$ cat src/rtl/fifo_uart_tx_if.sv
// fifo_uart_tx_if
//   Read port of a show-ahead fifo as seen by its consumer.
//   master : the consumer (drives fifo_rd_en, samples flag and head word)
//   slave  : the fifo (drives fifo_empty and fifo_rd_data)
//   Signals:
//     fifo_empty    fifo empty flag
//     fifo_rd_data  head word, valid whenever fifo_empty==0
//     fifo_rd_en    pop strobe, head advances on the clock edge it is high
interface fifo_uart_tx_if #(
    parameter int DATA_W = 8
);
    logic              fifo_empty;
    logic [DATA_W-1:0] fifo_rd_data;
    logic              fifo_rd_en;

    modport master (
        output fifo_rd_en,
        input  fifo_empty,
        input  fifo_rd_data
    );

    modport slave (
        input  fifo_rd_en,
        output fifo_empty,
        output fifo_rd_data
    );
endinterface

$ cat src/rtl/fifo_uart_tx.sv
// fifo_uart_tx
//   UART transmitter draining a show-ahead fifo. Pops a word whenever the fifo
//   is non-empty, tx_en is high and the line is free (idle, or in the last
//   cycle of a stop bit so frames run back-to-back), then sends it LSB-first:
//   start 0, DATA_W data bits, optional even parity bit, stop 1. Every bit is
//   held CLKS_PER_BIT clocks.
//   Build option: define FIFO_UART_TX_PARITY_EN to insert the parity bit.
//   Ports:
//     clk    clock, all state changes on posedge
//     reset  synchronous active-high reset; aborts a frame in flight
//     tx_en  1 = may start new frames, 0 = finish current frame only
//     fifo   fifo read port (master side): pop strobe is combinational
//     tx     registered serial line, idles high
//     busy   registered, high from the pop edge to the end of the stop bit
//
//   state    | meaning
//   ---------+----------------------------------------------
//   S_IDLE   | line idle, waiting for a word and tx_en
//   S_START  | driving the start bit (0)
//   S_DATA   | shifting out data bits LSB-first
//   S_PARITY | driving even parity of the captured word
//   S_STOP   | driving the stop bit (1); may pop the next word
module fifo_uart_tx #(
    parameter int DATA_W       = 8,
    parameter int CLKS_PER_BIT = 4
) (
    input  logic           clk,
    input  logic           reset,
    input  logic           tx_en,
    fifo_uart_tx_if.master fifo,
    output logic           tx,
    output logic           busy
);
    localparam int BAUD_W = (CLKS_PER_BIT > 1) ? $clog2(CLKS_PER_BIT) : 1;
    localparam int BIT_W  = $clog2(DATA_W) + 1;
    localparam logic [BAUD_W-1:0] BAUD_LAST = BAUD_W'(CLKS_PER_BIT - 1);
    localparam logic [BIT_W-1:0]  BIT_LAST  = BIT_W'(DATA_W - 1);

    typedef enum logic [2:0] {
        S_IDLE,
        S_START,
        S_DATA,
        S_PARITY,
        S_STOP
    } state_t;

    state_t            state, state_nxt;
    logic [BAUD_W-1:0] baud_cnt, baud_cnt_nxt;
    logic [BIT_W-1:0]  bit_cnt, bit_cnt_nxt;
    logic [DATA_W-1:0] shift, shift_nxt;
    logic              tx_nxt, busy_nxt;
    logic              bit_end, last_data, pop;
`ifdef FIFO_UART_TX_PARITY_EN
    logic              par, par_nxt;
`endif

    // State and datapath registers
    always_ff @(posedge clk) begin
        if (reset) begin
            state    <= S_IDLE;
            tx       <= 1'b1;
            busy     <= 1'b0;
            baud_cnt <= '0;
            bit_cnt  <= '0;
            shift    <= '0;
`ifdef FIFO_UART_TX_PARITY_EN
            par      <= 1'b0;
`endif
        end else begin
            state    <= state_nxt;
            tx       <= tx_nxt;
            busy     <= busy_nxt;
            baud_cnt <= baud_cnt_nxt;
            bit_cnt  <= bit_cnt_nxt;
            shift    <= shift_nxt;
`ifdef FIFO_UART_TX_PARITY_EN
            par      <= par_nxt;
`endif
        end
    end

    // Next state
    always_comb begin
        state_nxt = state;
        if (pop) begin
            state_nxt = S_START;
        end else if (bit_end) begin
            case (state)
                S_START:  state_nxt = S_DATA;
                S_DATA: begin
                    if (last_data) begin
`ifdef FIFO_UART_TX_PARITY_EN
                        state_nxt = S_PARITY;
`else
                        state_nxt = S_STOP;
`endif
                    end
                end
                S_PARITY: state_nxt = S_STOP;
                S_STOP:   state_nxt = S_IDLE;
                default:  state_nxt = state;
            endcase
        end
    end

    // Outputs and datapath next values
    always_comb begin
        bit_end   = (state != S_IDLE) && (baud_cnt == BAUD_LAST);
        last_data = (bit_cnt == BIT_LAST);
        // A pop in the last stop cycle chains frames without an idle gap.
        pop = tx_en && !fifo.fifo_empty && !reset &&
              ((state == S_IDLE) || ((state == S_STOP) && bit_end));
        fifo.fifo_rd_en = pop;

        baud_cnt_nxt = (state == S_IDLE || bit_end) ? '0 : baud_cnt + 1'b1;
        bit_cnt_nxt  = bit_cnt;
        shift_nxt    = shift;
        tx_nxt       = tx;
        busy_nxt     = busy;
`ifdef FIFO_UART_TX_PARITY_EN
        par_nxt      = par;
`endif

        if (pop) begin
            shift_nxt    = fifo.fifo_rd_data;
            tx_nxt       = 1'b0;
            busy_nxt     = 1'b1;
            baud_cnt_nxt = '0;
            bit_cnt_nxt  = '0;
`ifdef FIFO_UART_TX_PARITY_EN
            // Data is shifted out destructively, so parity is taken at capture.
            par_nxt      = ^fifo.fifo_rd_data;
`endif
        end else if (bit_end) begin
            case (state)
                S_START: tx_nxt = shift[0];
                S_DATA: begin
                    shift_nxt   = shift >> 1;
                    bit_cnt_nxt = bit_cnt + 1'b1;
                    if (last_data) begin
`ifdef FIFO_UART_TX_PARITY_EN
                        tx_nxt = par;
`else
                        tx_nxt = 1'b1;
`endif
                    end else begin
                        tx_nxt = shift_nxt[0];
                    end
                end
                S_PARITY: tx_nxt = 1'b1;
                S_STOP: begin
                    tx_nxt   = 1'b1;
                    busy_nxt = 1'b0;
                end
                default: tx_nxt = 1'b1;
            endcase
        end
    end
endmodule
$ cat src/flat_wrapper.sv
// flat-port wrapper written by rule: the top's interface ports become plain ports
module fifo_uart_tx_flat 
#(
    parameter int DATA_W       = 8,
    parameter int CLKS_PER_BIT = 4
)
  (clk, reset, tx_en, tx, busy, fifo_fifo_rd_en, fifo_fifo_empty, fifo_fifo_rd_data);
  fifo_uart_tx_if #(.DATA_W(DATA_W)) fifo_i ();
  input  logic clk;
  input  logic reset;
  input  logic tx_en;
  output logic tx;
  output logic busy;
  output wire logic [$bits(fifo_i.fifo_rd_en)-1:0] fifo_fifo_rd_en;
  input wire logic [$bits(fifo_i.fifo_empty)-1:0] fifo_fifo_empty;
  input wire logic [$bits(fifo_i.fifo_rd_data)-1:0] fifo_fifo_rd_data;
  assign fifo_fifo_rd_en = fifo_i.fifo_rd_en;
  assign fifo_i.fifo_empty = fifo_fifo_empty;
  assign fifo_i.fifo_rd_data = fifo_fifo_rd_data;
  fifo_uart_tx #(.DATA_W(DATA_W), .CLKS_PER_BIT(CLKS_PER_BIT)) u_core (.clk(clk), .reset(reset), .tx_en(tx_en), .fifo(fifo_i), .tx(tx), .busy(busy));
endmodule
$ cat config.mk
export PLATFORM = sky130hd
export DESIGN_NAME = fifo_uart_tx_flat
export DESIGN_NICKNAME = d
export VERILOG_FILES = /design/src/rtl/fifo_uart_tx_if.sv /design/src/rtl/fifo_uart_tx.sv /design/src/flat_wrapper.sv
export SDC_FILE = /design/constraint.sdc
export NUM_CORES = 1
export LEC_CHECK = 0
export BUFFER_PORTS_ARGS = -buffer_cell sky130_fd_sc_hd__buf_2
export CORE_UTILIZATION = 45
export CTS_CLUSTER_SIZE = 25
export DETAILED_ROUTE_END_ITERATION = 12
export PLACE_DENSITY_LB_ADDON = 0.05
export SLEW_MARGIN = 10
export SYNTH_ARGS = -nofsm -noshare
export SYNTH_HDL_FRONTEND = slang
export SYNTH_SLANG_ARGS = --single-unit
$ cat constraint.sdc
create_clock -name clk -period 1.65 [get_ports clk]
set_input_delay 0.165 -clock clk [delete_from_list [all_inputs] [get_ports clk]]
set_output_delay 0.165 -clock clk [all_outputs]
set_load 0.005 [all_outputs]
======== After elaboration in Yosys (flattened, before gate mapping) ========
Index checks and enable logic that the tools add are counted.
W data, S select, Z words.
storage, ports and cells
  output and inout bits ................... 3
  bits of input ports ..................... 12
  flip-flop bits (word level) ............. 19
  word-level logic and storage cells ...... 54
cells by class
  $add $sub $neg .......................... 2
  reductions and logical operators ........ 23
  mux-type cells .......................... 14
  eq/ne operators ......................... 8
operators by type and width
  kind                   number
  $mux W8                3
  $pmux W3 S4            1
  $mux W1                8
  $eq A3 B2 Y1 const B   2
  $reduce_and A2 Y1      3
  $reduce_and A3 Y1      2
  $reduce_bool A2 Y1     3
  $logic_and A1 B1 Y1    5
  $reduce_bool A5 Y1     1
  $add A4 B1 Y4 const B  1
  $eq A4 B3 Y1 const B   1
  $reduce_bool A4 Y1     1
  $eq A3 B1 Y1 const B   1
  $eq A3 B3 Y1 const B   1
  $logic_not A3 Y1       1
  $mux W3                1
  $ne A3 B2 Y1 const B   1
  $reduce_bool A3 Y1     1
  $reduce_or A3 Y1       1
  $add A2 B1 Y2 const B  1
  $eq A2 B2 Y1 const B   1
  $logic_not A1 Y1       2
  $logic_or A1 B1 Y1     2
  $ne A2 B1 Y1 const B   1
  other kinds (2)        2

======== Logic depth before layout (Yosys ltp) ========
  depth in word-level cells ............... 7
  mapped depth ............................ 6
  mapped depth without buffers ............ 4

======== Least setup slack after synthesis ========
Ideal clock, no wire load.
  path type ............................... register to register
  from .................................... register u_core.state[0]
  to ...................................... register u_core.shift[7]
  data required time ...................... 1.580 ns
  arrival ................................. 1.418 ns
  cell stages (with the launch flop) ...... 5
  clock period less this slack ............ 1.488 ns
  path slack .............................. 0.162 ns
  path buffers ............................ 1
  library setup time ...................... 0.070 ns
  path through ............................ dfxtp_1 or4b_4 buf_6 or3b_1 a21oi_1
on the way
  longest elaborated chain between the ends .. 7
  elaborated cells between the ends (all ways) .. 12
  classes of those cells .................. eq/ne (2); mux (1); reduce/logical (9)
RTL lines
  element                              RTL line             source
  start: declaration                   fifo_uart_tx.sv:47   state_t state, state_nxt;
  start signal: assignment             fifo_uart_tx.sv:70   state <= state_nxt;
  $reduce_bool A3 Y1                   fifo_uart_tx.sv:108  bit_end = (state != S_IDLE) && (baud_cnt == BAUD_LAST);
  $logic_and A1 B1 Y1                  fifo_uart_tx.sv:108
  $logic_and A1 B1 Y1                  fifo_uart_tx.sv:112  ((state == S_IDLE) || ((state == S_STOP) && bit_end));
  $logic_or A1 B1 Y1                   fifo_uart_tx.sv:112
  $logic_and A1 B1 Y1                  fifo_uart_tx.sv:111  pop = tx_en && !fifo.fifo_empty && !reset &&
  $reduce_bool A2 Y1 (no source line)  -
  $reduce_and A2 Y1 (no source line)   -
  end signal: assignment               fifo_uart_tx.sv:75   shift <= shift_nxt;
  end: declaration                     fifo_uart_tx.sv:50   logic [DATA_W-1:0] shift, shift_nxt;
Several ways; a longest one is shown, not always the timed one.
A chain may end at the register's enable or synchronous reset.

======== Worst setup path in the final report ========
  from .................................... register u_core.state[0]
  to ...................................... output fifo_fifo_rd_en
on the way
  longest elaborated chain between the ends .. 5
  elaborated cells between the ends (all ways) .. 7
  classes of those cells .................. eq/ne (1); reduce/logical (6)
RTL lines
  element                  RTL line             source
  $reduce_bool A3 Y1       fifo_uart_tx.sv:108
  $logic_and A1 B1 Y1      fifo_uart_tx.sv:108
  $logic_and A1 B1 Y1      fifo_uart_tx.sv:112
  $logic_or A1 B1 Y1 (*)   fifo_uart_tx.sv:112
  $logic_and A1 B1 Y1 (*)  fifo_uart_tx.sv:111
  end: declaration         flat_wrapper.sv:14   output wire logic [$bits(fifo_i.fifo_rd_en)-1:0] fifo_fifo_rd_en;
Every way passes the cells marked *; elsewhere a longest branch is shown, timed or not.

==> results.py <==
metrics = {
    "place": {
        "hpwl_um": 1450,
        "gp_congestion": 0.786,
        "io_buffers": 14,
        "dpl_worst_slack_ns": 0.0406,
    },
    "routing": {
        "ant_nets": 0,
        "drt-vias-per-instance": 5.47,
        "dr_total_vias": 854,
        "drt_wl_total_um": 2010,
        "wl_per_cell_um": 12.9,
        "drt-initial-drc-count": 14,
        "drt-pass1-iter-count": 4,
        "post-route-drc-count": 0,
    },
    "critical_path": {
        "rr_worst_depth": 4,
        "path_max_fanout": 3,
        "crit_required_ns": 1.48,
        "crit_path_end_kind": "output port",
        "critical_path_arrival_ns": 1.58,
        "crit_path_start_kind": "register",
        "critPathKind": "reg -> out",
    },
    "synth": {
        "synth-seq-cells": 19,
        "synth_ff_type": "dfxtp_1",
        "syn_area_um2": 922,
        "synth_most_common_cell": "dfxtp_1",
        "yosys.area.top_type_share_pct": 41.2,
        "syn_area_per_cell_um2": 8.38,
        "syn_inst": 110,
        "ys_types": 35,
        "synthesis.nets": 124,
        "synth_edf_count": 0,
        "yosys_warnings": 0,
        "synth_area_leaders": "dfxtp_1 41%, nand2_1 7.3%, a311oi_1 6.6%",
        "ys_async_sr_fraction_pct": 0,
        "synthTopCellsByCount": "19 x dfxtp_1, 18 x nand2_1, 11 x nor3_1, 7 x a21oi_1, 7 x a311oi_1",
        "yosysTopAreaCell": "dfxtp_1",
        "seq_area_frac_synth_pct": 41.2,
    },
    "sta": {
        "finalClockSkew_ns": 0.00124,
        "hold_viol": 0,
        "min_period_over_period_pct": 106,
        "drv_slew": 0,
        "rsz0062_at_grt": "true",
        "hold_slack_ns": 0.188,
        "slew_headroom_pct": 72.4,
        "worst_slew_pin_slew_ns": 0.413,
        "finalWorstSetupSlack_ns": -0.0987,
        "fin_tns_setup_ns": -0.0987,
        "min_period_ns": 1.75,
        "max_freq_mhz": 572,
        "setup_viol": 1,
    },
    "power_and_ir_drop": {
        "p_leak_nw": 0.427,
        "peakVddDrop_v": 0.000439,
        "p_per_area_nw_per_um2": 741,
        "finalPower_uw": 825,
    },
    "flow_run": {
        "cap_violations": 0,
    },
    "floorplanning": {
        "boundaryPins": 15,
        "die_h_um": 47.3,
        "core_um2": 1940,
        "die_w_um": 47.3,
        "initial_utilization_pct": 47.5,
        "row_count": 16,
        "die-area_um2": 2230,
    },
    "hold_path": {
        "min_path_type": "in -> reg",
        "hold_depth": 3,
    },
    "clocking": {
        "clk_path_buf_depth": 2,
        "cts_buffers": 3,
        "cts-root-buf": "clkbuf_4",
        "path_clk_slew_ns": 0.11,
        "clock-sinks": 19,
        "cts_tree": "done",
        "clock_latency_ns": 0.30,
        "htreeDepth": 1,
        "hold_buffers": 0,
    },
    "global_route": {
        "grt-ovfl-total": 0,
        "grt_pass1_vias": 730,
        "met2_usage_pct": 31.8,
        "grt_max_degree": 17,
        "globalRouteTotalUtil_pct": 20.1,
        "met3_usage_pct": 3.46,
        "top_usage_layer": "met2",
        "grtUsageMet1_pct": 26.9,
        "grt_pass1_wl_um": 3160,
        "antenna_found_initial": 0,
    },
    "finish": {
        "fill_cells": 189,
        "drive_above_1_share_pct": 27.9,
        "area_growth_pct": 20.8,
        "multi_input_area_um2": 503,
        "seq_area_um2": 383,
        "final_net_count": 144,
        "antenna-diode-count": 0,
        "finish.utilization_pct": 57.3,
    },
    "run_status": {
        "status": "finished with violations",
        "violations": "setup timing",
    },
}
-- repair_timing --
action,4_1_cts,5_1_grt
gates cloned,0,0
endpoints found under the setup margin,2,5
buffers inserted,0,0
gates resized for setup,4,4
hold endpoints to repair,0,0
pin swaps,2,1
-- worst paths after layout --
kind,slack (ns),start,to
worst max-delay path,-0.1,u_core.state[0],fifo_fifo_rd_en
worst min-delay path,0.19,fifo_fifo_rd_data[7],u_core.shift[7]
worst max register to register,0.06,u_core.state[0],u_core.shift[3]
worst min register to register,0.44,u_core.baud_cnt[0],u_core.baud_cnt[0]
-- per-stage QoR --
stage | cell area (µm²) | cells
3_3_place_gp | 1060 | 152
2_1_floorplan | 922 | 110
3_5_place_dp | 1060 | 152
4_1_cts | 1100 | 156
6_report | 1110 | 156
5_1_grt | 1110 | 156
-- placed cells by master (no fill, tap or decap), drive strengths merged, types with 2 or more instances in the layout --
cell    count
nand2b      3
inv         2
buf        26
dfxtp      19
a311oi      7
nor2b       2
ha          2
a21oi       7
clkbuf      4
nand2      18
nor2        3
o21ai       4
nor3       11
or3         2
-- sequential cells by signal, indices dropped and copies added (netlist names) --
register,flops
u_core.busy,1
u_core.shift,8
u_core.bit_cnt,4
u_core.state,3
u_core.baud_cnt,2
u_core.tx,1
-- cells by family (layout without fill, tap and decap cells) --
kind of cell / after synthesis / count (layout) / share of synthesized area [%]
and+or+nand+nor: 49 / 49 / 28.6
AOI/OAI and AO/OA: 25 / 25 / 18.7
DFF: 19 / 19 / 41.2
buffers and inverters: 13 / 32 / 6.65
adders and majority gates: 2 / 2 / 2.71
xor gates and xnor gates: 1 / 1 / 0.950
muxes: 1 / 1 / 1.09
-- power by group --
| group | switching, mW | leakage (nW) | internal (mW) |
|---|---|---|---|
| sequential | 0.0100 | 0.156 | 0.479 |
| combinational | 0.0481 | 0.256 | 0.0473 |
| clock | 0.146 | 0.0150 | 0.0941 |
-- area by class of cell --
cell class | instances | share of cell area (%)
Tap cell | 27 | 3.03
Sequential cell | 19 | 34.4
Clock buffer | 4 | 2.36
Multi-Input combinational cell | 78 | 45.2
Inverter | 2 | 0.674
Timing Repair Buffer | 26 | 14.4
-- layer usage --
layer / wire length, µm / vias to the layer above
li1: - / 435
met1: 963 / 402
met2: 964 / 15
met3: 66 / 2
met4: 12 / 0
met5: 0 / -
-- worst max-delay path: stages, from the launching register on --
cell and delay (ns):
dfxtp_2 0.33, or4b_4 0.51, or2_4 0.26, nor2_2 0.07, buf_2 0.11
(Power assumes the default switching activity.)
